**config.mk**
```make
export PLATFORM = sky130hd
export DESIGN_NAME = gf2m_poly_mult_seq_flat
export DESIGN_NICKNAME = d
export VERILOG_FILES = /design/src/rtl/gf2m_poly_mult_seq_if.sv /design/src/rtl/gf2m_poly_mult_seq.sv /design/src/flat_wrapper.sv
export SDC_FILE = /design/constraint.sdc
export NUM_CORES = 1
export LEC_CHECK = 0
export BUFFER_PORTS_ARGS = -buffer_cell sky130_fd_sc_hd__buf_2
export CORE_ASPECT_RATIO = 1.2
export CORE_MARGIN = 2
export CORE_UTILIZATION = 30
export CTS_BUF_LIST = sky130_fd_sc_hd__clkbuf_16
export CTS_CLUSTER_DIAMETER = 60
export DETAILED_ROUTE_END_ITERATION = 10
export GPL_TIMING_DRIVEN = 0
export MAX_ROUTING_LAYER = met4
export PLACE_DENSITY = 0.49
export SKIP_LAST_GASP = 1
export SYNTH_ARGS = -nofsm -noshare
export SYNTH_HDL_FRONTEND = slang
export SYNTH_SLANG_ARGS = --single-unit
```
**constraint.sdc**
```tcl
create_clock -name clk -period 3.4 [get_ports clk]
set_input_delay 0.68 -clock clk [delete_from_list [all_inputs] [get_ports clk]]
set_output_delay 0.68 -clock clk [all_outputs]
set_load 0.1 [all_outputs]
```
**src/rtl/gf2m_poly_mult_seq_if.sv**
```systemverilog
// Operand/product handshake bundle for the sequential GF(2)[z] multiplier.
// master drives operands and the output accept; slave is the multiplier.
interface gf2m_poly_mult_seq_if #(parameter int W = 4);
  logic           in_valid;
  logic           in_ready;
  logic [W-1:0]   a;
  logic [W-1:0]   b;
  logic           out_valid;
  logic           out_ready;
  logic [2*W-1:0] p;
  logic           busy;

  modport master (output in_valid, a, b, out_ready,
                  input  in_ready, out_valid, p, busy);
  modport slave  (input  in_valid, a, b, out_ready,
                  output in_ready, out_valid, p, busy);
endinterface

```
**src/rtl/gf2m_poly_mult_seq.sv**
```systemverilog
// Shift-and-XOR carry-less multiplier: the unreduced 2W-bit product a(z)*b(z),
// built MSB-first over W cycles, feeding the downstream mod-f(z) reduction.
module gf2m_poly_mult_seq #(
  parameter int W = 4
) (
  input  logic                clk,
  input  logic                rst_n,
  gf2m_poly_mult_seq_if.slave bus
);
  localparam int CW = (W > 1) ? $clog2(W) : 1;
  localparam logic [CW-1:0] LAST = CW'(W - 1);

  typedef enum logic [1:0] {IDLE, RUN, DONE} state_t;

  state_t         state_q, state_d;
  logic [W-1:0]   a_q, a_d;
  logic [W-1:0]   b_q, b_d;
  logic [2*W-1:0] acc_q, acc_d;
  logic [CW-1:0]  cnt_q, cnt_d;
  logic [2*W-1:0] p_q, p_d;
  logic           out_valid_q, out_valid_d;
  logic [2*W-1:0] acc_step;

  always_ff @(posedge clk or negedge rst_n) begin
    if (!rst_n) begin
      state_q     <= IDLE;
      a_q         <= '0;
      b_q         <= '0;
      acc_q       <= '0;
      cnt_q       <= '0;
      p_q         <= '0;
      out_valid_q <= 1'b0;
    end else begin
      state_q     <= state_d;
      a_q         <= a_d;
      b_q         <= b_d;
      acc_q       <= acc_d;
      cnt_q       <= cnt_d;
      p_q         <= p_d;
      out_valid_q <= out_valid_d;
    end
  end

  always_comb begin
    state_d     = state_q;
    a_d         = a_q;
    b_d         = b_q;
    acc_d       = acc_q;
    cnt_d       = cnt_q;
    p_d         = p_q;
    out_valid_d = out_valid_q;
    // Horner step: shift the partial product up one degree, then add a(z)
    // if the current multiplier coefficient is set.
    acc_step = {acc_q[2*W-2:0], 1'b0} ^ (b_q[W-1] ? {{W{1'b0}}, a_q} : '0);
    unique case (state_q)
      IDLE: begin
        if (bus.in_valid) begin
          a_d     = bus.a;
          b_d     = bus.b;
          acc_d   = '0;
          cnt_d   = '0;
          state_d = RUN;
        end
      end
      RUN: begin
        acc_d = acc_step;
        b_d   = {b_q[W-2:0], 1'b0};
        cnt_d = cnt_q + CW'(1);
        if (cnt_q == LAST) begin
          p_d         = acc_step;
          out_valid_d = 1'b1;
          state_d     = DONE;
        end
      end
      DONE: begin
        // No re-accept here: the next operand waits for one IDLE cycle.
        if (bus.out_ready) begin
          out_valid_d = 1'b0;
          state_d     = IDLE;
        end
      end
      default: state_d = IDLE;
    endcase
  end

  assign bus.in_ready  = (state_q == IDLE);
  assign bus.busy      = (state_q != IDLE);
  assign bus.out_valid = out_valid_q;
  assign bus.p         = p_q;
endmodule

```
**src/flat_wrapper.sv**
```systemverilog
// flat-port wrapper written by rule: the top's interface ports become plain ports
module gf2m_poly_mult_seq_flat 
#(
  parameter int W = 4
)
  (clk, rst_n, bus_in_valid, bus_a, bus_b, bus_out_ready, bus_in_ready, bus_out_valid, bus_p, bus_busy);
  gf2m_poly_mult_seq_if #(.W(W)) bus_i ();
  input  logic clk;
  input  logic rst_n;
  input wire logic [$bits(bus_i.in_valid)-1:0] bus_in_valid;
  input wire logic [$bits(bus_i.a)-1:0] bus_a;
  input wire logic [$bits(bus_i.b)-1:0] bus_b;
  input wire logic [$bits(bus_i.out_ready)-1:0] bus_out_ready;
  output wire logic [$bits(bus_i.in_ready)-1:0] bus_in_ready;
  output wire logic [$bits(bus_i.out_valid)-1:0] bus_out_valid;
  output wire logic [$bits(bus_i.p)-1:0] bus_p;
  output wire logic [$bits(bus_i.busy)-1:0] bus_busy;
  assign bus_i.in_valid = bus_in_valid;
  assign bus_i.a = bus_a;
  assign bus_i.b = bus_b;
  assign bus_i.out_ready = bus_out_ready;
  assign bus_in_ready = bus_i.in_ready;
  assign bus_out_valid = bus_i.out_valid;
  assign bus_p = bus_i.p;
  assign bus_busy = bus_i.busy;
  gf2m_poly_mult_seq #(.W(W)) u_core (.clk(clk), .rst_n(rst_n), .bus(bus_i));
endmodule
```
=== Word level (Yosys, flattened, before mapping) ===
Index checks and enable logic that the tools add are counted.

* Register bits after elaboration: 28
* Bits in latches: 0
* RAM bits: 0
* Memory bits (read-only): 0
* Bits of input ports: 12
* Memories kept: 0

* $add $sub $neg: 1
* Multipliers: 0
* Div/mod/pow operators: 0
* Magnitude comparators: 0
* Eq/ne operators: 6
* Shift-type cells: 0
* Multiplexer cells: 14
* Bitwise logic cells: 1
* Reductions and logical operators: 9

{| class="wikitable"
|+ Operators by type and width
! kind !! count
|-
| one-hot mux 7 bit (2 select lines) || 1
|-
| two-way mux 2 bit || 4
|-
| two-way mux 4 bit || 2
|-
| one-hot mux 4 bit (2 select lines) || 1
|-
| bitwise XOR 8 x 4 -> 8 bit || 1
|-
| two-way mux 7 bit || 1
|-
| one-hot mux 2 bit (3 select lines) || 1
|-
| AND reduction 2 bit || 3
|-
| AND reduction 3 bit || 2
|-
| nonzero test 2 bit || 3
|-
| equality test 2 bit (second input constant) || 2
|-
| inequality test 2 bit (second input constant) || 2
|-
| one-hot mux 2 bit (2 select lines) || 1
|-
| adder 2 x 1 -> 2 bit (second input constant) || 1
|-
| equality test 2 x 1 -> 1 bit (second input constant) || 1
|-
| logical NOT 2 bit || 1
|-
| two-way mux 1 bit || 2
|-
| inequality test 2 x 1 -> 1 bit (second input constant) || 1
|-
| one-hot mux 1 bit (2 select lines) || 1
|}

=== Depth between registers and ports, before layout ===
Gate-level depths: netlist (run 1).

* Word-level depth: 3
* Depth in mapped cells: 5
* Mapped depth without buffers: 4

=== Least setup slack after synthesis (run 1) ===
Ideal clock, no wire load.

* Kind: register -> output
* Start point: reg u_core.state_q[1]
* End point: out bus_in_ready
* Arrival time: 2.054 ns
* Slack: 0.666 ns
* Cell stages (with the launch flop): 5
* Path buffers: 1
* Cells stage by stage: dfrtp_1 -> buf_2 -> inv_1 -> nand2_1 -> inv_1

* Word-level cells in the longest chain between the ends: 1

{| class="wikitable"
|+ RTL lines
! element !! line !! text
|-
| from (decl) || gf2m_poly_mult_seq.sv:15 || <nowiki>state_t state_q, state_d;</nowiki>
|-
| from (signal assigned) || gf2m_poly_mult_seq.sv:34 || <nowiki>state_q <= state_d;</nowiki>
|-
| logical NOT 2 bit || gf2m_poly_mult_seq.sv:86 || <nowiki>assign bus.in_ready = (state_q == IDLE);</nowiki>
|-
| to (decl) || flat_wrapper.sv:14 || <nowiki>output wire logic [$bits(bus_i.in_ready)-1:0] bus_in_ready;</nowiki>
|}

No other way between the ends.

=== Final worst setup path (run 1) ===
Ends and elaborated chain as after synthesis.

==> metrics.md, run 1 <==
| Metric | Value |
|---|---|
| CP max-delay cell | `buf_2` |
| I/O pins | `23` |
| Pin count of the biggest net entering global routing | `29` |
| Post-synth top area share | `0.576` |
| Htree depth | `1` |
| TritonRoute pass-1 iters | `4` |
| Row cnt | `25` |
| First-pass GRT wire length | `4030 um` |
| Placed inst area | `roughly 0.0014 mm^2` |
| Initial drt markers | `45` |
| CP top delay family | `buffers and inverters` |
| CTS root buffer | `clkbuf_16` |
| WL/cell | `between 10 and 15 um` |
| Xor and xnor fraction of the mapped netlist area | `0.0216` |
| Synthesized flop and latch total | `28` |
| Antenna violations before repair | `0` |
| Global route overflow | `0` |
| Worst Hold Class | `input port to asynchronous set/reset pin` |
| WL final | `between 2000 and 2500 um` |
| Multiplexer share of the synthesized area | `0.0854` |
| DR vias/cell | `about 4.5` |
| Clk pin slew, worst setup/hold paths | `0.07 ns` |
| Worst reg-to-reg path cell count | `4` |
| Deepest clock path buffer count | `2` |
| Synth Area in Compound Gates | `0.116` |
| GPL Wtd Cong | `roughly 0.72` |
| Worst reg-to-reg setup slack | `around 2.1 ns` |
| Worst-path cell chain | `buf_2, inv_1, nand2_1, inv_1, buf_2` |
| Final instance area | `0.00150 mm^2` |
| Worst path depth | `5` |
| Sink Count | `28` |
| CORE AREA | `between 0.003 and 0.004 mm^2` |
| Post-detailed-route count of antenna-violating nets | `0` |
| Final Cycle Share | `0.640` |
| RSZ-0062 raised after global routing | `no` |
| Via Count | `between 800 and 900` |
| Synth area leader | `dfrtp_1` |
| Final Hold Viols | `0` |
| CTS tree | `done` |
| Clock latency at the later pin of the worst-skew pair | `0.26 ns` |
| Cts hold-fix bufs | `0` |
| Simple-Gate Fraction of Synth Area | `0.145` |
| Initial Util | `0.311` |
| Max Slew Vio Count | `0` |
| Tmin final | `2.18 ns` |
| Met2 wire len | `roughly 1200 um` |
| Post-CTS setup buffer count | `0` |
| Layout cell share with drive strength beyond 1 | `0.304` |
| R2R Path Start | `u_core.cnt_q[0]` |
| Max layer used | `met4` |
| Vias in the first global route | `around 870` |
| R2R Path End | `u_core.bus.p[7]` |
| Synth Warn # | `0` |
| Outcome | `finished clean` |
| Dpl hpwl | `1690 um` |
| Post-Route Setup TNS | `0 ns` |
| Adder-cell share of the synthesized area | `0.0103` |
| CP Class | `flop to primary output` |
| WP data required | `~2.7 ns` |
| Mapped Cells | `roughly 110` |
| Sequential area share after synthesis | `0.576` |
| Syn_nets | `~120` |
| Cell Area, Synth | `between 0.001 and 0.0015 mm^2` |
| Slew margin rel. | `0.588` |
| Area contributors post-synth | `dfrtp_1 (58%), nand2_1 (7.7%), mux2_2 (6.5%)` |
| Mean area per synthesized cell | `between 10 and 15 um^2` |
| Port buffer count | `22` |
| FMAX | `between 0.4 and 0.5 GHz` |
| Total Routing Usage GR | `0.118` |
| Antenna diodes | `0` |
| Die Y | `about 74 um` |
| Synth-to-layout area growth | `23.3%` |
| Resized cells post-CTS | `0` |
| Buf+Inv Stages, Crit Path | `4` |
| CP startpoint | `u_core.state_q[1]` |
| Crit-path max cell delay | `a little over 0.4 ns` |
| Total CTS buffers | `3` |
| CP max FO | `9` |
| Die W | `62.1 um` |
| Worst Skew | `between 0.0015 and 0.002 ns` |
| Worst slew pin tran | `between 0.6 and 0.7 ns` |
| Startpoint types | `flop` |
| Drt drc | `0` |
| Final setup viols | `0` |
| M1 wire length | `between 1000 and 1500 um` |
| Max-cap check violation count | `0` |
| Nets | `roughly 150` |
| Die area | `roughly 0.0046 mm^2` |
| Main combinational cell family by area after synthesis | `simple AND/OR/NAND/NOR gates` |
| Crit path DAT | `1.50 ns` |
| Setup crit end | `bus_in_ready` |
| Crit end category | `primary output` |
| Routed wl met3 | `approximately 55 um` |
| Yosys cell types | `22` |
## routing by layer
metal  vias up  GRT usage
met4         0     0.0593
li1        421          -
met2        13      0.207
met3         5     0.0214
met1       403      0.132
met5         -          -
## per-stage QoR
stage | util | hold slack, ns | instances | setup WS, ns
5_1_grt | 0.383 | 0.484 | 189 | 1.14
3_3_place_gp | 0.356 | 0.459 | 185 | 1.52
3_5_place_dp | 0.356 | 0.466 | 185 | 1.50
4_1_cts | 0.383 | 0.459 | 189 | 1.21
2_1_floorplan | - | 0.384 | 109 | 0.666
6_report | 0.383 | 0.430 | 189 | 1.22
## state kept, by name, summed over array words and instances (netlist names)
register / flops
u_core.bus.p: 8
u_core.acc_q: 7
u_core.cnt_q: 2
u_core.state_q: 2
u_core.bus.out_valid: 1
u_core.b_q: 4
u_core.a_q: 4
## worst register-to-register path, delay by kind of cell, from the launching register on
kind	cells	cell delay [ns]
flip-flops	1	0.40
AND/OR/NAND/NOR	1	0.13
multiplexers	1	0.30
buffers and inverters	1	0.15
adder cells (fa/ha/maj)	1	0.27
## final cells by class
class / instances / area [um^2]
fillers: 412 / 2410
flip-flops and latches: 28 / 701
multi-input cells: 73 / 460
repair buffers: 22 / 110
clock buffers: 3 / 75.1
well taps: 54 / 67.6
plain buffers: 5 / 43.8
clock inverters: 1 / 30.0
inverters: 3 / 11.3
## synth_stat cells
| cell | count |
|---|---|
| o21bai_1 | 2 |
| buf_2 | 2 |
| nand3b_4 | 1 |
| o32a_1 | 1 |
| o21ai_0 | 13 |
| dfrtp_1 | 28 |
| nor2b_1 | 2 |
| nor3b_4 | 1 |
| nor3_1 | 1 |
| buf_6 | 3 |
| xor2_1 | 3 |
| nor2_1 | 2 |
| a21oi_1 | 5 |
| inv_1 | 3 |
| o31ai_1 | 1 |
| mux2_4 | 1 |
| nand2b_1 | 3 |
| mux2i_1 | 1 |
| nand2_1 | 25 |
| ha_1 | 1 |
| o22ai_1 | 3 |
| mux2_2 | 7 |
## logic make-up after synthesis
| family | Yosys count |
|---|---|
| AO/OA/AOI/OAI | 25 |
| multiplexers | 9 |
| buffers and inverters | 8 |
| AND/OR/NAND/NOR | 35 |
| XOR/XNOR | 3 |
| adder cells (fa/ha/maj) | 1 |
| flip-flops | 28 |
## how the worst min path moves through the flow
stage / startpoint / to / slack, ns / depth (start not counted)
finish: rst_n / u_core.bus.p[3] / 0.43 / 1
global route: rst_n / u_core.bus.p[1] / 0.48 / 1
CTS: rst_n / u_core.bus.p[2] / 0.46 / 1
detailed placement: u_core.bus.p[3] / u_core.bus.p[3] / 0.47 / 2
global placement: u_core.bus.p[3] / u_core.bus.p[3] / 0.46 / 2
floorplan: rst_n / u_core.a_q[0] / 0.38 / 0
## cells in the final DEF, fill, tap and decap left out
cell type   n
buf_6       3
nand2_1    25
a21oi_1     5
o21bai_1    2
o22ai_1     3
nor3b_4     1
nor3_1      1
mux2_4      1
buf_2      24
o21ai_0    13
ha_1        1
nand3b_4    1
mux2i_1     1
xor2_1      3
nor2_1      2
o32a_1      1
mux2_2      7
inv_1       3
dfrtp_1    28
clkbuf_16   3
o31ai_1     1
nor2b_1     2
bufinv_16   1
nand2b_1    3
Power of run 1 is not shown: default switching activity piles up to over one toggle a cycle in this logic, so the estimate is an artifact.
==> run 2, diff against run 1 <==
--- a/config.mk
+++ b/config.mk
@@ -14,7 +14,7 @@
 export DETAILED_ROUTE_END_ITERATION = 10
 export GPL_TIMING_DRIVEN = 0
 export MAX_ROUTING_LAYER = met4
-export PLACE_DENSITY = 0.49
+export PLACE_DENSITY = 0.51
 export SKIP_LAST_GASP = 1
 export SYNTH_ARGS = -nofsm -noshare
 export SYNTH_HDL_FRONTEND = slang
==> constraint.sdc (replaced) <==
create_clock -name clk -period 1.91 [get_ports clk]
set_input_delay 0.382 -clock clk [delete_from_list [all_inputs] [get_ports clk]]
set_output_delay 0.382 -clock clk [all_outputs]
set_load 0.1 [all_outputs]
==> run 2 against run 1 <==
Clock skew up 0.00071 ns. First-iteration DRC count increased by 22%. Critical path depth unchanged. Hold slack got worse by 0.29 ns. Sequential share of layout area grew 0.31 points. Setup slack got worse by 1.1 ns. Register-to-register slack got worse by 1.5 ns. Global-route usage down 0.87 points.
==> metrics.md, run 2 (synthesis results as in run 1) <==
| Metric | Value |
|---|---|
| FMAX | `0.565 GHz` |
| Final Cycle Share | `0.927` |
| DR vias/cell | `4.47 (+0.36%)` |
| Final instance area | `0.00149 mm^2 (-0.67%)` |
| Global route overflow | `0 (unchanged)` |
| Crit path DAT | `1.39 ns (-0.11 ns)` |
| Cells after DPL | `185 (unchanged)` |
| Outcome | `finished clean` |
| Synth-to-layout area growth | `22.4%` |
| Largest register FFs | `8 (unchanged)` |
| CP startpoint | `u_core.state_q[1]` |
| Drt drc | `0 (unchanged)` |
| Commonest non-fill, non-tap cell in the layout | `dfrtp_1` |
| CP max-delay cell | `dfrtp_1` |
| Crit end category | `primary output` |
| Max-cap check violation count | `0 (unchanged)` |
| CTS root buffer | `clkbuf_16` |
| Total Routing Usage GR | `0.110 (-0.00868)` |
| WL final | `2260 um (-1.7%)` |
| Vias in the first global route | `877 (+0.92%)` |
| R2R Path Start | `u_core.cnt_q[0]` |
| Total CTS buffers | `3 (unchanged)` |
| Slew margin rel. | `0.585 (-0.00285)` |
| Crit-path max cell delay | `0.35 ns (-0.06 ns)` |
| Clock latency at the later pin of the worst-skew pair | `0.26 ns (about the same)` |
| Nets | `149 (unchanged)` |
| Hold_ws | `0.136 ns (-0.294 ns)` |
| Initial Util | `0.311 (unchanged)` |
| Worst reg-to-reg path cell count | `4 (unchanged)` |
| WL/cell | `11.9 um (-1.7%)` |
| Die W | `62.1 um (unchanged)` |
| Sink Count | `28 (unchanged)` |
| Post-CTS setup buffer count | `0 (unchanged)` |
| Antenna diodes | `0 (unchanged)` |
| Initial drt markers | `55 (+22%)` |
| Post-detailed-route count of antenna-violating nets | `0 (unchanged)` |
| CTS tree | `done` |
| Antenna violations before repair | `0 (unchanged)` |
| Worst Skew | `0.00251 ns (+0.000707 ns)` |
| I/O pins | `23 (unchanged)` |
| TritonRoute pass-1 iters | `3 (-1)` |
| GPL Wtd Cong | `0.722 (-0.37%)` |
| Port buffer count | `22 (unchanged)` |
| Post-route insts no fill | `189 (unchanged)` |
| Max Slew Vio Count | `0 (unchanged)` |
| CP Class | `flop to primary output` |
| Htree depth | `1 (unchanged)` |
| Placed inst area | `0.00141 mm^2 (+0.81%)` |
| Via Count | `845 (+0.36%)` |
| Worst path depth | `5 (unchanged)` |
| CP top delay family | `buffers and inverters` |
| Deepest clock path buffer count | `2 (unchanged)` |
| Buf+Inv Stages, Crit Path | `4 (unchanged)` |
| Pin count of the biggest net entering global routing | `29 (unchanged)` |
| Clk pin slew, worst setup/hold paths | `0.07 ns (about the same)` |
| Tmin final | `1.77 ns` |
| CP max FO | `9 (unchanged)` |
| Post-Route Setup TNS | `0 ns (unchanged)` |
| RSZ-0062 raised after global routing | `no` |
| Startpoint types | `flop` |
| Layout cell share with drive strength beyond 1 | `0.311 (+0.00741)` |
| WP data required | `1.53 ns (-1.19 ns)` |
| Final setup viols | `0 (unchanged)` |
| Die Y | `73.7 um (unchanged)` |
| CORE AREA | `0.00391 mm^2 (unchanged)` |
| Worst Hold Class | `input port to asynchronous set/reset pin` |
| Most frequent cells in the layout | `dfrtp_1 (28), nand2_1 (24), buf_2 (22)` |
| Worst-path cell chain | `buf_2, inv_1, nand2_4, clkinvlp_4, buf_4` |
| Final Hold Viols | `0 (unchanged)` |
| First-pass GRT wire length | `3830 um (-5.0%)` |
| Worst slew pin tran | `0.623 ns (+0.00428 ns)` |
| Row cnt | `25 (unchanged)` |
| Die area | `0.00458 mm^2 (unchanged)` |
[run 2: changes by cell type in the layout (fill, tap and decap cells not counted)]
cell and delta:
inv_1 -1, buf_4 +1, buf_2 -2, clkbuf_4 +1
nand2_1 -1, bufinv_16 -1, nand2_4 +1, clkinvlp_4 +1
clkinv_1 +1
[run 2: area by class of cell]
type                            count  area (um^2)
Clock inverter                      1         3.75
Clock buffer                        3         75.1
Tap cell                           54         67.6
Buffer                              5         43.8
Inverter                            3         15.0
Sequential cell                    28          701
Multi-Input combinational cell     73          468
Fill cell                         399         2420
Timing Repair Buffer               22          115
[run 2: repair_timing]
item	CTS	global route
hold buffers	0	0
resized for setup	1	1
endpoints found under the setup margin	1	1
[run 2: final timing paths]
kind                                     end  slack [ns]
min                          u_core.bus.p[2]        0.14
min in group clk           u_core.state_q[1]        0.31
max                             bus_in_ready        0.14
max reg2reg                  u_core.bus.p[7]        0.54
max in group asynchronous    u_core.cnt_q[1]        1.37
min reg2reg                  u_core.bus.p[1]        0.47
[run 2: metrics by stage]
step	utilization	worst slack, ns
2_1_floorplan	-	0.159
3_3_place_gp	0.359	0.289
3_5_place_dp	0.359	0.283
4_1_cts	0.380	0.0503
5_1_grt	0.381	0.0653
6_report	0.381	0.139
[run 2: layer usage]
metal	GRT usage	wire [um]	share of wire	up-vias
li1	-	-	-	420
met1	0.116	961	0.43	408
met2	0.200	1200	0.53	13
met3	0.0153	46	0.020	4
met4	0.0593	49	0.022	0
met5	-	0	0	-
Power of run 2 is left out for the same reason.
